$ cat src/rtl/if_prefetch_buffer.sv
// rtl/if_prefetch_buffer.sv - instruction prefetch buffer: req/gnt/rvalid fetch port feeding a DEPTH-entry FIFO
// Keeps up to MAX_OUTSTANDING fetches in flight and drops stale responses after a redirect.
module if_prefetch_buffer #(
  parameter int DEPTH           = 4,
  parameter int MAX_OUTSTANDING = 2
) (
  input  logic        clk_i,
  input  logic        rst_ni,
  input  logic        fetch_enable_i,
  input  logic [31:0] boot_addr_i,
  input  logic        branch_i,
  input  logic [31:0] branch_addr_i,
  output logic        instr_req_o,
  input  logic        instr_gnt_i,
  output logic [31:0] instr_addr_o,
  input  logic        instr_rvalid_i,
  input  logic [31:0] instr_rdata_i,
  output logic        fetch_valid_o,
  input  logic        fetch_ready_i,
  output logic [31:0] fetch_rdata_o,
  output logic [31:0] fetch_addr_o,
  output logic        busy_o
);

  localparam int AW = $clog2(DEPTH);
  localparam int CW = AW + 1;
  localparam int OW = $clog2(MAX_OUTSTANDING) + 1;
  localparam int SW = CW + OW;
  localparam logic [OW-1:0] MAX_OUT = OW'(MAX_OUTSTANDING);
  localparam logic [SW-1:0] DEPTH_S = SW'(DEPTH);

  typedef enum logic [1:0] {BOOT, IDLE, FETCH} state_e;

  state_e          state_q, state_d;
  logic [31:0]     req_addr_q, req_addr_d;
  logic [31:0]     out_addr_q, out_addr_d;
  logic [31:0]     target_q, target_d;
  logic            redir_q, redir_d;
  logic            hold_q, hold_d;
  logic [OW-1:0]   out_q, out_d, out_next;
  logic [OW-1:0]   discard_q, discard_d;
  logic [CW-1:0]   count_q, count_d;
  logic [AW-1:0]   wr_ptr_q, wr_ptr_d;
  logic [AW-1:0]   rd_ptr_q, rd_ptr_d;
  logic [31:0]     mem_q [DEPTH];

  logic            grant, rvalid_eff, push, pop, slot_free;
  logic [31:0]     branch_tgt, boot_tgt;

  assign branch_tgt = {branch_addr_i[31:2], 2'b00};
  assign boot_tgt   = {boot_addr_i[31:2], 2'b00};

  // A slot is reserved per in-flight request, so every granted word has FIFO room.
  assign slot_free   = (out_q < MAX_OUT) && ((SW'(count_q) + SW'(out_q)) < DEPTH_S);
  assign instr_req_o = (state_q == FETCH) && (hold_q || (fetch_enable_i && slot_free));
  assign instr_addr_o = req_addr_q;

  assign grant      = instr_req_o && instr_gnt_i;
  assign rvalid_eff = instr_rvalid_i && (out_q != '0);
  assign push       = rvalid_eff && (discard_q == '0) && !branch_i;
  assign pop        = fetch_valid_o && fetch_ready_i && !branch_i;

  assign fetch_valid_o = (count_q != '0);
  assign fetch_rdata_o = fetch_valid_o ? mem_q[rd_ptr_q] : '0;
  assign fetch_addr_o  = out_addr_q;
  assign busy_o        = (out_q != '0) || fetch_valid_o || instr_req_o;

  always_comb begin
    out_next = out_q;
    if (grant && !rvalid_eff) begin
      out_next = out_q + OW'(1);
    end else if (!grant && rvalid_eff) begin
      out_next = out_q - OW'(1);
    end
  end

  always_comb begin
    state_d    = state_q;
    req_addr_d = req_addr_q;
    out_addr_d = out_addr_q;
    target_d   = target_q;
    redir_d    = redir_q;
    hold_d     = instr_req_o && !instr_gnt_i;
    out_d      = out_next;
    discard_d  = discard_q;
    count_d    = count_q;
    wr_ptr_d   = wr_ptr_q;
    rd_ptr_d   = rd_ptr_q;

    unique case (state_q)
      BOOT: begin
        req_addr_d = boot_tgt;
        out_addr_d = boot_tgt;
        state_d    = IDLE;
      end
      IDLE:    if (fetch_enable_i) state_d = FETCH;
      FETCH:   if (!fetch_enable_i && !hold_d) state_d = IDLE;
      default: state_d = BOOT;
    endcase

    if (rvalid_eff && (discard_q != '0)) discard_d = discard_q - OW'(1);

    if (grant) begin
      // A request held across a redirect fetches a dead word; then jump to the target.
      if (redir_q) begin
        req_addr_d = target_q;
        redir_d    = 1'b0;
        discard_d  = discard_d + OW'(1);
      end else begin
        req_addr_d = req_addr_q + 32'd4;
      end
    end

    if (push) wr_ptr_d = wr_ptr_q + AW'(1);
    if (pop) begin
      rd_ptr_d   = rd_ptr_q + AW'(1);
      out_addr_d = out_addr_q + 32'd4;
    end
    if (push && !pop) begin
      count_d = count_q + CW'(1);
    end else if (pop && !push) begin
      count_d = count_q - CW'(1);
    end

    if (branch_i) begin
      count_d    = '0;
      wr_ptr_d   = '0;
      rd_ptr_d   = '0;
      out_addr_d = branch_tgt;
      target_d   = branch_tgt;
      discard_d  = out_next;
      if (hold_d) begin
        redir_d    = 1'b1;
        req_addr_d = req_addr_q;
      end else begin
        redir_d    = 1'b0;
        req_addr_d = branch_tgt;
      end
    end
  end

  always_ff @(posedge clk_i or negedge rst_ni) begin
    if (!rst_ni) begin
      state_q    <= BOOT;
      req_addr_q <= '0;
      out_addr_q <= '0;
      target_q   <= '0;
      redir_q    <= 1'b0;
      hold_q     <= 1'b0;
      out_q      <= '0;
      discard_q  <= '0;
      count_q    <= '0;
      wr_ptr_q   <= '0;
      rd_ptr_q   <= '0;
    end else begin
      state_q    <= state_d;
      req_addr_q <= req_addr_d;
      out_addr_q <= out_addr_d;
      target_q   <= target_d;
      redir_q    <= redir_d;
      hold_q     <= hold_d;
      out_q      <= out_d;
      discard_q  <= discard_d;
      count_q    <= count_d;
      wr_ptr_q   <= wr_ptr_d;
      rd_ptr_q   <= rd_ptr_d;
    end
  end

  always_ff @(posedge clk_i) begin
    if (push) mem_q[wr_ptr_q] <= instr_rdata_i;
  end

endmodule
$ cat config.mk
export PLATFORM = sky130hd
export DESIGN_NAME = if_prefetch_buffer
export DESIGN_NICKNAME = d
export VERILOG_FILES = /design/src/rtl/if_prefetch_buffer.sv
export SDC_FILE = /design/constraint.sdc
export NUM_CORES = 1
export LEC_CHECK = 0
export ABC_AREA = 0
export CAP_MARGIN = 10
export CORE_AREA = 2 2 144 146
export CTS_CLUSTER_SIZE = 28
export DETAILED_ROUTE_END_ITERATION = 12
export DIE_AREA = 0 0 146 148
export PLACE_DENSITY = 0.95
export SLEW_MARGIN = 0
export SYNTH_ARGS = -nofsm -noshare
export SYNTH_HDL_FRONTEND = slang
export SYNTH_SLANG_ARGS = --single-unit
$ cat constraint.sdc
create_clock -name clk_i -period 4.94 [get_ports clk_i]
set_input_delay 0.494 -clock clk_i [delete_from_list [all_inputs] [get_ports clk_i]]
set_output_delay 0.494 -clock clk_i [all_outputs]
set_load 0.005 [all_outputs]
Yosys cells after proc, flatten, opt, wreduce, memory -nomap -nowiden
Memory sizes are Yosys's and may differ from the RTL's.
Index checks and enable logic that the tools add are counted.
W data, S select, Z words.
{"block": "classes", "add_sub_neg": 11, "order_cmp": 2, "n_eq_ne": 5, "muxes": 29, "reduce_logical": 40}
{"operator": "$mux W32", "n": 8}
{"operator": "$add A32 B3 Y32 const B", "n": 2}
{"operator": "$mux W2", "n": 12}
{"operator": "$logic_and A1 B1 Y1", "n": 16}
{"operator": "$reduce_bool A3 Y1", "n": 4}
{"operator": "$reduce_bool A2 Y1", "n": 5}
{"operator": "$mux W3", "n": 3}
{"operator": "$add A2 B1 Y2 const B", "n": 4}
{"operator": "$logic_not A1 Y1", "n": 8}
{"operator": "$pmux W2 S3", "n": 1}
{"operator": "$mux W1", "n": 5}
{"operator": "$add A3 B2 Y4", "n": 1}
{"operator": "$logic_not A2 Y1", "n": 2}
{"operator": "$lt A4 B3 Y1 const B", "n": 1}
{"operator": "$ne A2 B2 Y1 const B", "n": 2}
{"operator": "$reduce_and A2 Y1", "n": 2}
{"operator": "$sub A2 B1 Y2 const B", "n": 2}
{"operator": "$add A3 B1 Y3 const B", "n": 1}
{"operator": "$logic_or A1 B1 Y1", "n": 3}
{"operator": "$sub A3 B1 Y3 const B", "n": 1}
{"operator": "$eq A2 B1 Y1 const B", "n": 1}
{"operator": "$eq A2 B2 Y1 const B", "n": 1}
{"operator": "$lt A2 B2 Y1 const B", "n": 1}
{"operator": "$ne A2 B1 Y1 const B", "n": 1}
{"block": "totals", "regBits": 109, "mem_bits_rw": 128, "elab_cells": 99, "mem_count": 1}
{"memory": "mem_q", "depth": 4, "word_bits": 32, "rd": 1, "rd_clocked_by_memory_dff": 0, "wr": 1, "line": "45", "text": "logic [31:0] mem_q [DEPTH];"}

Logic depth before layout (Yosys ltp)
Gate-level depths: netlist of run 1.
{"block": "logic_depth", "ltp_word": 12, "depth_mapped": 10, "mapped_depth_nobuf": 10}

Worst setup path after synthesis of run 1
No wires, ideal clock.
{"block": "synth_path", "path_type": "input -> register", "start": "in branch_i", "end": "reg count_q[2]", "setup_ns": 0.132, "t_arrival_ns": 2.517, "t_required_ns": 4.808, "path_slack_ns": 2.292, "path_stages": 10, "n_path_buf": 4, "cell_sequence": "clkbuf_1 clkbuf_1 buf_1 clkbuf_1 nor3_1 fa_1 nor3_1 a41oi_1 xor2_1 nor2_1"}
{"block": "synth_via", "elab_chain_len": 6, "word_cells_on_any_way": 10}
{"item": "from (decl)", "line": "11", "text": "input logic branch_i,"}
{"item": "$logic_not A1 Y1", "line": "60, 61"}
{"item": "$logic_and A1 B1 Y1", "line": "61", "text": "assign pop = fetch_valid_o && fetch_ready_i && !branch_i;"}
{"item": "$logic_not A1 Y1", "line": "119", "text": "if (push && !pop) begin"}
{"item": "$logic_and A1 B1 Y1", "line": "119"}
{"item": "$mux W3", "line": "119"}
{"item": "$mux W3", "line": "125", "text": "if (branch_i) begin"}
{"item": "to (signal assigned)", "line": "164", "text": "count_q <= count_d;"}
{"item": "to (decl)", "line": "42", "text": "logic [CW-1:0] count_q, count_d;"}
Several ways; a longest one is shown, not always the timed one.
A chain may end at the register's enable or synchronous reset.

Worst setup path after layout of run 1
{"block": "layout_path", "start": "reg count_q[2]", "end": "out busy_o"}
{"block": "layout_via", "elab_chain_len": 7, "word_cells_on_any_way": 9}
{"item": "$add A3 B2 Y4", "line": "54", "text": "assign slot_free = (out_q < MAX_OUT) && ((SW'(count_q) + SW'(out_q)) < DEPTH_S);"}
{"item": "$lt A4 B3 Y1", "line": "54"}
{"item": "$logic_and A1 B1 Y1", "line": "54"}
{"item": "$logic_and A1 B1 Y1", "line": "55", "text": "assign instr_req_o = (state_q == FETCH) && (hold_q || (fetch_enable_i && slot_free));"}
{"item": "$logic_or A1 B1 Y1", "line": "55"}
{"item": "$logic_and A1 B1 Y1", "line": "55"}
{"item": "$logic_or A1 B1 Y1 *", "line": "66", "text": "assign busy_o = (out_q != '0) || fetch_valid_o || instr_req_o;"}
{"item": "to (decl)", "line": "22", "text": "output logic busy_o"}
Mark *: on every way between the ends. The rest lies on a longest branch, timed or not.

==> run summary, run 1 <==
• 202 — ports placed on the boundary
• 0.561 — post-synthesis sequential area ratio
• 193 — total of buffers placed on input and output ports
• 6.32 — routed via count divided by cell count
• 14,400 um^2 — area of all placed cells without fillers
• 0.212 — tightest slew margin relative to the limit
• 0.704 — share of the cycle needed by the critical path after routing
• 2 — initial antenna violation count
• 880 ps — maximum cell stage delay along the critical path
• 0 — Final Max Tran Viols
• 233 — clock sink total
• 0.575 — starting density of the core
• 2980 ps — critical path data arrival time
• 3 — clock tree buffer depth
• edfxtp_1 — ys flop type
• 76 — pin count of the biggest net entering global routing
• 0.451 — proportion of register bits with asynchronous set or reset after synthesis
• 12.9 ps — Layout Skew
• 0 — Synth Warn #
• 1180 ps — transition time of the tightest slew-check pin
• 0.716 — final cell utilization of the core
• 7.20 mW — overall power consumption
• 3.47 mm — Detail Route met3 WL
• 60 ps — clock slew seen by the registers of the worst setup and hold paths
• 6 — number of iterations in the first detailed-routing pass
• 12.1 mm — DRT met1 WL
• 233 — Yosys reg bits
• 15.3 mm — met2 WL post-DR
• 11.3 um^2 — Avg Cell Area, Syn
• 0 — sum of overflow across all layers after global routing
• 0.0220 — Post-Synth XOR/XNOR Area
• 0 — DRC violation count after routing
• 0 — Setup violations, final
• 0.891 — global placer's final weighted congestion
• 0 — Post-CTS Hold Fix Bufs
• false — setup repair after global routing missed its margin
• 146 um — Horiz. Die Dim
• compound AO/OA/AOI/OAI gates — combinational family with the most area after synthesis
• built — clock tree from TritonCTS
• 5.40 nW — leakage power summed over all cells
• 0 — final count of hold timing violations
• 32.2 mm — Routed WL
• 540 ps — clock insertion delay at the later pin of the skew report
• in2async — worst min-delay path category
• 0.0115 — arithmetic-cell share of the synthesized area counting full adders, half adders and majority gates
• 25 — Num CTS Buffers
• 4450 ps — required time of the critical path
• completed — result of the run
• 1,020 — synthesized instance count
• register — Critical Path Start Type
• 0.000439 V — Max rail drop VDD
• 21.8 um — Routed wire per std cell
• 9,160 — via count of the first global-routing pass
• 20,000 um^2 — core area
• 0.295 — global-route usage over all layers
• 0 — max-cap violations
• 73 — number of distinct library cells after synthesis
• 50.1 mm — wire length of the first global-routing pass
• 0 ps — setup TNS after final layout
• 24.6% — area delta synth->final
• simple AND/OR/NAND/NOR gates — critical path's top delay family
• 21.3 mm — post-detailed-placement half-perimeter wirelength
• 0.0830 — proportion of layout cells with a drive suffix above 1
• 52 — Rows
• 11,500 um^2 — area of the mapped netlist
• 1 — Buf+Inv Stages, Crit Path
• or3_1 — slowest stage cell on the critical path
• 0 — total of cells resized after clock tree synthesis
• 0.0700 — fraction of synthesized area in multiplexers
• 1 — H-tree levels
• 1700 ps — R2R Setup Slk
• 0 — buffer count from post-CTS setup fixing
• 21,600 um^2 — DIE AREA
• 35 — highest fanout seen on the critical path
• 0.156 — compound-gate portion of the synthesized area
• 1,241 — Starting DRT DRC Count
• 13,600 um^2 — placed instance area
• met4 — uppermost layer routed
• 288 MHz — peak clock frequency supported by timing
• 0 — count of antenna-violating nets left after detailed routing
• clkbuf_16 — clk root buf
• 3480 ps — minimum period implied by the final worst setup slack
• 0.135 — Post-Synth Simple-Gate Area
• 9,333 — overall via count from detail_route
• reg2out — critical setup path kind
• or3_1 > or3b_2 > clkdlybuf4s50_1 — Cell Chain, Critical Path
• 1,301 — total number of nets in the final design
• 128 — number of synthesized flops with an enable pin
• 501 nW/um^2 — P per Cell Area
• 148 um — die outline height
• output pin — crit path capture type
-- placed cells by master, fill, tap and decap left out, types with 6 or more instances in the layout --
| master | synthesis | layout |
|---|---|---|
| a21oi_1 | 55 | 55 |
| nand2_1 | 78 | 78 |
| and3_1 | 9 | 9 |
| a31oi_1 | 28 | 28 |
| a41oi_1 | 6 | 6 |
| xnor2_1 | 16 | 16 |
| nand4_1 | 8 | 8 |
| nor3_1 | 17 | 17 |
| clkbuf_1 | 38 | 8 |
| inv_1 | 53 | 53 |
| o21ai_0 | 88 | 88 |
| a211oi_1 | 11 | 11 |
| o31ai_1 | 10 | 10 |
| buf_4 | 6 | 13 |
| and2_1 | 38 | 38 |
| nor2_1 | 90 | 89 |
| dfrtp_1 | 105 | 103 |
| o22a_1 | 18 | 18 |
| clkbuf_16 | 0 | 25 |
| a21o_1 | 6 | 6 |
| mux4_2 | 32 | 32 |
| edfxtp_1 | 128 | 128 |
| clkdlybuf4s50_1 | 0 | 191 |
| nand3_1 | 25 | 25 |
| xor2_1 | 13 | 13 |
| nor2b_1 | 8 | 8 |
| ha_1 | 9 | 9 |
| o211ai_1 | 8 | 8 |
-- cells by family (layout without fill, tap and decap cells) --
group | Yosys count | after routing
XOR/XNOR | 29 | 29
other | 1 | 6
multiplexers | 40 | 40
AND/OR/NAND/NOR | 309 | 309
AO/OA/AOI/OAI | 279 | 279
buffers and inverters | 119 | 301
flip-flops | 233 | 233
adder cells (fa/ha/maj) | 10 | 10
-- path summary, 6_finish.rpt --
check                             from                to  cells after the start
max                         count_q[2]            busy_o                      3
min                             rst_ni  instr_addr_o[21]                      1
max reg2reg                 count_q[1]  instr_addr_o[17]                      6
min reg2reg                target_q[4]       target_q[4]                      1
max in group asynchronous       rst_ni       rd_ptr_q[0]                      2
min in group clk_i         target_q[4]       target_q[4]                      1
-- synth_stat cells, types with 10 or more instances --
master	instances	share of area
a21oi_1	55	0.024
nand3_1	25	0.011
a31oi_1	28	0.015
nand2_1	78	0.025
xnor2_1	16	0.012
nor2_1	90	0.029
o31ai_1	10	0.0065
xor2_1	13	0.0099
dfrtp_1	105	0.23
edfxtp_1	128	0.33
buf_2	17	0.0074
nor3_1	17	0.0074
a211oi_1	11	0.0072
mux4_2	32	0.063
clkbuf_1	38	0.012
inv_1	53	0.017
o22a_1	18	0.014
o21ai_0	88	0.038
and2_1	38	0.021
-- metal layers --
layer	track usage	vias to the layer above
li1	-	4110
met1	0.395	4546
met2	0.470	578
met3	0.0725	99
met4	0.120	0
met5	0	-
-- layout make-up --
type | instances | area, um^2
Sequential cell | 233 | 6470
Fill cell | 1335 | 5680
Multi-Input combinational cell | 671 | 4570
Timing Repair Buffer | 204 | 2010
Clock buffer | 33 | 656
Tap cell | 270 | 338
Inverter | 53 | 199
Clock inverter | 11 | 105
Antenna cell | 2 | 5.00
-- state kept, by name, summed over array words and instances, names as in the netlist --
register	cells
hold_q	1
fetch_addr_o	30
instr_addr_o	30
discard_q	2
out_q	2
target_q	30
rd_ptr_q	2
count_q	3
wr_ptr_q	2
mem_q	128
state_q	2
redir_q	1
-- report_power, final --
part	total (mW)	switching [mW]	internal [mW]
Combinational	2.64	1.25	1.39
Sequential	2.80	0.450	2.35
Clock	1.75	0.761	0.993
-- metrics by stage --
step | setup slack [ps] | std cells | hold slack (ps)
after global routing | 1280 | 1477 | 72.6
after global placement | 1590 | 1431 | 490
final | 1460 | 1477 | 0.139
after CTS | 1390 | 1475 | 39.8
after floorplan | 2290 | 1023 | 198
after detailed placement | 1490 | 1431 | 496
Power figures use the tool's default switching activity.
==> run 2: changes to the inputs <==
Settings changed: CORE_AREA 2 2 144 146 to 2 2 151 153, DIE_AREA 0 0 146 148 to 0 0 153 155, PLACE_DENSITY 0.95 to 0.9.
Clock period 4.94 ns to 3.2 ns, I/O delays scaled along.
==> run summary, run 2 (synthesis gave the netlist of run 1 again) <==
• completed — result of the run
• ha_1 > nand4b_1 > o211a_1 > or3b_2 > clkdlybuf4s50_1 — Cell Chain, Critical Path
• 6.21 — routed via count divided by cell count
• clkbuf_16 — clk root buf
• 26.5% — area delta synth->final
• 0 — DRC violation count after routing
• in2reg — worst min-delay path category
• 2 — initial antenna violation count
• register — Critical Path Start Type
• 60 ps — clock slew seen by the registers of the worst setup and hold paths
• 1,075 — Starting DRT DRC Count
• false — setup repair after global routing missed its margin
• 0.656 — final cell utilization of the core
• 0 — Final Max Tran Viols
• instr_addr_o[2] — Crit Reg-Reg Startpoint
• 32.9 mm — Routed WL
• 0.272 — global-route usage over all layers
• 69 — pin count of the biggest net entering global routing
• instr_addr_o[18] — Crit Reg-Reg Endpoint
• 323 MHz — peak clock frequency supported by timing
• 2880 ps — required time of the critical path
• 153 um — Horiz. Die Dim
• 101 ps — worst setup slack after layout
• 490 ps — maximum cell stage delay along the critical path
• built — clock tree from TritonCTS
• 0.000650 V — Max rail drop VDD
• 3100 ps — minimum period implied by the final worst setup slack
• simple AND/OR/NAND/NOR gates — critical path's top delay family
• reg2out — critical setup path kind
• wr_ptr_q[0] — WHS Endpoint
• 202 — ports placed on the boundary
• 9,202 — via count of the first global-routing pass
• 51.0 mm — wire length of the first global-routing pass
• mem_q — Largest Register
• 520 ps — clock insertion delay at the later pin of the skew report
• 128 — max FFs per register
• output pin — crit path capture type
• 14,600 um^2 — area of all placed cells without fillers
• 1,317 — total number of nets in the final design
• 0 — Setup violations, final
• 0 — count of antenna-violating nets left after detailed routing
• or3b_2 — slowest stage cell on the critical path
• 23,700 um^2 — DIE AREA
• 251 ps — Worst Hold Margin
• clkdlybuf4s50_1 — most common cell after layout, fill and taps aside
• clkdlybuf4s50_1 (191), edfxtp_1 (128), dfrtp_1 (104) — most frequent cells in the layout
• 1 — H-tree levels
• 22.3 mm — post-detailed-placement half-perimeter wirelength
• 2780 ps — critical path data arrival time
• 5 — cell count along the critical path
• 1 — Buf+Inv Stages, Crit Path
• 650 ps — R2R Setup Slk
• 5.53 nW — leakage power summed over all cells
• 0.334 — tightest slew margin relative to the limit
• 193 — total of buffers placed on input and output ports
• 0 — max-cap violations
• 13,800 um^2 — placed instance area
• 21.8 um — Routed wire per std cell
• 3 — clock tree buffer depth
• 0.927 — global placer's final weighted congestion
• 778 nW/um^2 — P per Cell Area
• 25 — Num CTS Buffers
• 559 ps — worst setup timing slack at the placement stage
• 994 ps — transition time of the tightest slew-check pin
• 155 um — die outline height
• 0.519 — starting density of the core
• 55 — Rows
• 22,200 um^2 — core area
• 8 — number of iterations in the first detailed-routing pass
• branch_i — hold path startpoint
• 7 — reg2reg path depth
• 0.0949 — proportion of layout cells with a drive suffix above 1
• 0 — total of cells resized after clock tree synthesis
• 11.2 ps — Layout Skew
• 233 — clock sink total
• 6 — highest fanout seen on the critical path
• 2 — Hold Crit Depth
• 0 ps — setup TNS after final layout
• 0 — sum of overflow across all layers after global routing
• 0 — final count of hold timing violations
• 0.968 — share of the cycle needed by the critical path after routing
• 1,585 — fill cell total of the finished layout
• 9,371 — overall via count from detail_route
run 2: cell types whose count changed in the layout (fill, tap and decap cells not counted), sizes merged:
cell / change
buf: +15
bufinv: +2
clkbuf: -3
clkinv: +5
clkinvlp: -3
diode: -1
dlygate4sd3: +1
run 2: power by group:
| part | internal [mW] | switching [mW] | total (mW) |
|---|---|---|---|
| logic | 2.22 | 1.99 | 4.21 |
| registers | 3.63 | 0.653 | 4.29 |
| clock network | 1.68 | 1.17 | 2.85 |
| total | 7.53 | 3.82 | 11.3 |
run 2: through the flow:
step | power [mW] | instances
final | 11.3 | 1508
after global routing | 11.9 | 1507
after CTS | 11.3 | 1507
after detailed placement | 8.44 | 1461
after global placement | 8.30 | 1461
after floorplan | 6.35 | 1023
run 2: routing by layer:
layer  vias up  wire, um  GRT usage
met5         -        13          0
met4         2      1390      0.114
met3        91      2620     0.0482
met2       505     15600      0.427
met1      4638     13200      0.377
li1       4135         -          -
run 2: final cells by class:
| type | instances | area [um^2] | share of cell area |
|---|---|---|---|
| tap | 285 | 357 | 0.0244 |
| multi-input combinational | 671 | 4570 | 0.313 |
| clock buffer | 30 | 644 | 0.0442 |
| sequential | 233 | 6470 | 0.444 |
| clock inverter | 15 | 158 | 0.0108 |
| antenna | 1 | 2.50 | 0.000172 |
| timing repair buffer | 220 | 2180 | 0.150 |
| inverter | 53 | 199 | 0.0136 |
run 2: repair_timing:
| action | 4_1_cts | 5_1_grt |
|---|---|---|
| hold buffers | 1 | 0 |
| setup buffers | 0 | 0 |
| hold endpoints to repair | 66 | 0 |
run 2: worst register-to-register path, cell delays in order, from the launching register on:
cell and delay, ps:
dfrtp_1 490, ha_1 250, nand4_1 190, or3_1 560, nor3_1 340, xnor2_1 160, o21ai_0 110, a221o_1 330
run 2: how the worst max path moves through the flow:
stage                    from                to  slack, ps
2_1_floorplan        branch_i        count_q[2]        730
6_report           count_q[1]            busy_o        100
3_3_place_gp   fetch_enable_i  instr_addr_o[11]        600
5_1_grt            count_q[1]            busy_o         40
4_1_cts            count_q[1]            busy_o        100
3_5_place_dp   fetch_enable_i  instr_addr_o[30]        560
==> run 3: changes to the inputs <==
Settings changed: CAP_MARGIN 10 to not set, GPL_TIMING_DRIVEN set to 1, TNS_END_PERCENT set to 5.
==> results of run 3 <==
Final layout, timing and power as in run 2 (identical DEF).
